**config.mk**
```make
export PLATFORM = sky130hd
export DESIGN_NAME = crc_32_channel_ctrl
export DESIGN_NICKNAME = d
export VERILOG_FILES = /design/src/rtl/crc_32_channel_ctrl.sv
export SDC_FILE = /design/constraint.sdc
export NUM_CORES = 1
export LEC_CHECK = 0
export ABC_AREA = 1
export CAP_MARGIN = 5
export CORE_ASPECT_RATIO = 0.5
export CORE_MARGIN = 2
export CORE_UTILIZATION = 36
export DETAILED_ROUTE_END_ITERATION = 6
export PLACE_DENSITY = 0.87
export SETUP_SLACK_MARGIN = 0.3
export SYNTH_ARGS = -nofsm -noshare
export SYNTH_HDL_FRONTEND = slang
export SYNTH_SLANG_ARGS = --single-unit
```
**constraint.sdc**
```tcl
create_clock -name clk_i -period 3.53 [get_ports clk_i]
set_input_delay 0.353 -clock clk_i [delete_from_list [all_inputs] [get_ports clk_i]]
set_output_delay 0.353 -clock clk_i [all_outputs]
set_load 0.02 [all_outputs]
```
**src/rtl/crc_32_channel_ctrl.sv**
```systemverilog
// crc_32_channel_ctrl: round-robin sequencer that shares one combinational CRC32 engine among
// CHANNEL word-streaming requesters. It issues the engine clear/update strobes, acknowledges
// consumed words and reports the final CRC of each packet with its channel number.
module crc_32_channel_ctrl #(
   parameter int unsigned CHANNEL = 4,
   localparam int unsigned CHw = (CHANNEL > 1) ? $clog2(CHANNEL) : 1
) (
   input  logic                  clk_i,
   input  logic                  reset_ni,
   input  logic [CHANNEL-1:0]    req_valid_i,
   input  logic [CHANNEL-1:0]    req_first_i,
   input  logic [CHANNEL-1:0]    req_last_i,
   input  logic [CHANNEL*32-1:0] req_data_i,
   output logic [CHANNEL-1:0]    req_ack_o,
   output logic [CHw-1:0]        crc_channel_o,
   output logic                  crc_clr_o,
   output logic                  crc_enable_o,
   output logic [31:0]           crc_data_o,
   input  logic [31:0]           crc_in_i,
   output logic                  result_valid_o,
   output logic [CHw-1:0]        result_chan_o,
   output logic [31:0]           result_crc_o,
   output logic                  busy_o
);

   typedef enum logic [1:0] {
      StIdle,
      StClr,
      StUpd,
      StRes
   } state_e;

   state_e         state_q, state_d;
   logic [CHw-1:0] grant_q, grant_d;
   logic [CHw-1:0] rr_ptr_q, rr_ptr_d;

   logic           result_valid_q;
   logic [CHw-1:0] result_chan_q;
   logic [31:0]    result_crc_q;

   logic [31:0]    data_arr [CHANNEL];
   logic           any_valid;
   logic [CHw-1:0] winner;
   logic [CHw-1:0] cand;
   logic [CHw-1:0] grant_inc;

   // Split the flat request data bus into one word per channel.
   always_comb begin
      for (int i = 0; i < int'(CHANNEL); i++) begin
         data_arr[i] = req_data_i[32*i +: 32];
      end
   end

   // Round-robin pick: scan offsets from high to low so the smallest offset from rr_ptr wins.
   always_comb begin
      any_valid = 1'b0;
      winner    = '0;
      cand      = '0;
      for (int k = int'(CHANNEL) - 1; k >= 0; k--) begin
         cand = CHw'((int'(rr_ptr_q) + k) % int'(CHANNEL));
         if (req_valid_i[cand]) begin
            any_valid = 1'b1;
            winner    = cand;
         end
      end
   end

   // Pointer advance past the granted channel, wrapping at CHANNEL-1.
   always_comb begin
      grant_inc = (grant_q == CHw'(CHANNEL - 1)) ? '0 : grant_q + CHw'(1);
   end

   // Next-state logic and engine/ack strobes decoded from the registered state and grant.
   always_comb begin
      state_d       = state_q;
      grant_d       = grant_q;
      rr_ptr_d      = rr_ptr_q;
      req_ack_o     = '0;
      crc_channel_o = '0;
      crc_clr_o     = 1'b0;
      crc_enable_o  = 1'b0;
      crc_data_o    = '0;

      unique case (state_q)
         StIdle: begin
            if (any_valid) begin
               grant_d = winner;
               state_d = req_first_i[winner] ? StClr : StUpd;
            end
         end
         StClr: begin
            crc_channel_o = grant_q;
            crc_clr_o     = 1'b1;
            state_d       = StUpd;
         end
         StUpd: begin
            crc_channel_o = grant_q;
            if (req_valid_i[grant_q]) begin
               crc_enable_o       = 1'b1;
               crc_data_o         = data_arr[grant_q];
               req_ack_o[grant_q] = 1'b1;
               rr_ptr_d           = grant_inc;
               state_d            = req_last_i[grant_q] ? StRes : StIdle;
            end else begin
               // Requester withdrew its word: drop the grant without consuming anything.
               state_d = StIdle;
            end
         end
         StRes: begin
            crc_channel_o = grant_q;
            state_d       = StIdle;
         end
         default: begin
            state_d = StIdle;
         end
      endcase

      // A word in flight when reset arrives is aborted, so no strobe may escape that cycle.
      if (!reset_ni) begin
         req_ack_o     = '0;
         crc_channel_o = '0;
         crc_clr_o     = 1'b0;
         crc_enable_o  = 1'b0;
         crc_data_o    = '0;
      end
   end

   // FSM, grant and round-robin pointer registers.
   always_ff @(posedge clk_i) begin
      if (!reset_ni) begin
         state_q  <= StIdle;
         grant_q  <= '0;
         rr_ptr_q <= '0;
      end else begin
         state_q  <= state_d;
         grant_q  <= grant_d;
         rr_ptr_q <= rr_ptr_d;
      end
   end

   // Capture the engine output for the granted channel while in RES; hold it until the next RES.
   always_ff @(posedge clk_i) begin
      if (!reset_ni) begin
         result_valid_q <= 1'b0;
         result_chan_q  <= '0;
         result_crc_q   <= '0;
      end else begin
         result_valid_q <= (state_q == StRes);
         if (state_q == StRes) begin
            result_chan_q <= grant_q;
            result_crc_q  <= crc_in_i;
         end
      end
   end

   assign result_valid_o = result_valid_q;
   assign result_chan_o  = result_chan_q;
   assign result_crc_o   = result_crc_q;
   assign busy_o         = (state_q != StIdle);

   a_ack_onehot : assert property (@(posedge clk_i) disable iff (!reset_ni)
      $onehot0(req_ack_o));
   a_strobe_excl : assert property (@(posedge clk_i) disable iff (!reset_ni)
      !(crc_clr_o && crc_enable_o));

endmodule

```
==> reports/metrics.cfg <==
[logic_synthesis]
synth_warnings=0
synth_cells=517
yosys_register_bits=41
avgSynthCellArea_um2=5.82
syn_nets=695
synth_cell_types=26
yosysSeqAreaShare=0.273
syn_area_um2=3010

[clock_tree]
cts_root_buffer=clkbuf_16
insertion_delay_ps=280
cts_made_buffers=5
h-tree-depth=2
cts.sinks=41
cts_tree=built
clk_pin_slew_ps=60
clockBufferDepth=2
hold_buffers=0

[run_status]
status=finished clean

[route]
first_pass_iters=4
via_per_inst=4.79
postRouteWirelength_mm=12.2
drt-wirelength-per-cell_um=14.2
via_count=4101
drc=0
antenna_left=0
drt_iter0_markers=245

[cells_and_area]
area_growth_syn_to_layout_pct=90.7
final-seq-area_um2=822
drive_above_1_share=0.0564
final_area_um2=5740
multiInputGateArea_um2=1930
nets=922
num_antenna_cells=0
nFillCells=659
fin_cells=857

[grt]
antenna_found_initial=0
grt_pass1_vias=3600
grt_pass1_wl_mm=17.9
grt_max_degree=46
globalRouteTotalUtil=0.242
grt_overflow=0

[pwr]
p_leak_nw=2.21
ir_drop_mv=0.368
power_density_nw_per_um2=491

[critical_path]
worstRegToRegCells=5
worstPathRequired_ps=3180
r2r-end=result_chan_o[0]
cp_max_fo=36
r2r_slack_ps=1360
timing.rr.start=state_q[0]
crit_type=register to output pin
crit_arrival_ps=2600
worstSetupEndpointType=output pin
start_kind=register

[placed_design]
dpl_cell_area_um2=5540
gp_congestion=0.897
dp_hpwl_mm=9.26
placed_cells=849
port_buffers=249

[timing]
max_freq_ghz=0.339
finalHoldViolCount=0
rsz0062_at_grt=no
fin_setup_tns_ps=0
tightest_slew_ps=923
fin_crit_ps=2950
slew_violations=0
timing.final.crit_share=0.835
setup_viol=0
clock_skew_ps=5.76
slew_headroom=0.381

[floorplan]
core.rowCount=23
die-area_um2=9150
die_y_um=68.7
die_w_um=133
initial_core_util=0.374
ios=250
design.core.area_um2=8060

[flow_run]
maxCapViolCount=0

[hold_path]
hold_class=register to register
min_from=result_crc_o[27]
hold_path_end=result_crc_o[27]
holdPathStages=2

-- repair_timing --
item	4_1_cts	5_1_grt
hold endpoints to repair	0	0
gates resized for setup	0	3
buffers inserted	0	0
setup endpoints to repair	0	36
-- metrics by stage --
stage	setup WS (ps)	hold WS [ps]	power (mW)	utilization
final	582	480	2.82	0.712
after global routing	349	509	3.01	0.712
after CTS	403	487	2.82	0.712
after detailed placement	572	471	2.22	0.688
after global placement	714	461	2.20	0.688
after floorplan	1460	519	1.63	-
-- sequential cells by signal, indices dropped and copies added (netlist names) --
name	cells
result_crc_o	32
rr_ptr_q	2
grant_q	2
result_valid_o	1
state_q	2
result_chan_o	2
-- synth_stat cells, drive strengths merged --
library cell / n / area [µm²]
nor3: 2 / 10.0
a21boi: 1 / 11.3
nand3: 19 / 135
a21oi: 44 / 220
clkbuf: 17 / 63.8
nand2: 27 / 149
clkinv: 1 / 3.75
ha: 4 / 50.1
buf: 20 / 100
o21ai: 106 / 542
a211oi: 3 / 22.5
inv: 24 / 95.1
nor2: 207 / 780
nand3b: 1 / 7.51
dfxtp: 41 / 821
-- cell type report --
type | count | area share
clock buffers | 5 | 0.0218
clock inverters | 3 | 0.0120
inverters | 25 | 0.0177
multi-input cells | 414 | 0.336
flip-flops and latches | 41 | 0.143
well taps | 112 | 0.0244
repair buffers | 257 | 0.445
-- power breakdown --
part | total (mW) | switching (mW) | leakage (nW) | internal [mW]
Sequential | 0.626 | 0.0780 | 0.333 | 0.548
Combinational | 1.60 | 0.907 | 1.78 | 0.693
Clock | 0.596 | 0.188 | 0.0944 | 0.407
Total | 2.82 | 1.17 | 2.21 | 1.65
-- worst max path at each step --
stage	startpoint	endpoint	slack (ps)	depth (start not counted)
floorplan	grant_q[0]	crc_data_o[25]	1460	8
global placement	req_valid_i[0]	crc_data_o[27]	710	8
detailed placement	req_valid_i[0]	crc_data_o[0]	570	8
CTS	grant_q[0]	crc_data_o[0]	400	8
global route	grant_q[1]	crc_data_o[8]	350	8
finish	grant_q[1]	crc_data_o[23]	580	7
-- worst max-delay path, stage by stage (launching register included) --
cell,delay (ps)
dfxtp_1,670
a21oi_1,60
o21ai_0,110
nand3_1,240
nor2_2,220
inv_4,180
a21oi_1,190
clkdlybuf4s50_1,620
-- cell families after synthesis --
family	Yosys count	share of synthesized area
AND/OR/NAND/NOR	256	0.359
AO/OA/AOI/OAI	154	0.264
buffers and inverters	62	0.0873
flip-flops	41	0.273
adder cells (fa/ha/maj)	4	0.0166
-- cell usage in the layout, fill, tap and decap left out, types with 7 or more instances in the layout --
cell type and instances:
dfxtp_1 40, a21oi_1 44, o21ai_0 99, nand2_1 16, clkdlybuf4s50_1 249, nand3_1 14, buf_4 7, inv_1 18
nand2_2 7, nor2_1 206
-- per-layer routing --
metal,track usage,part of all wire
met5,0,0
met4,0.102,0.028
met2,0.429,0.50
met1,0.306,0.43
met3,0.0314,0.048
No activity file was read; power rests on OpenSTA's default activity.
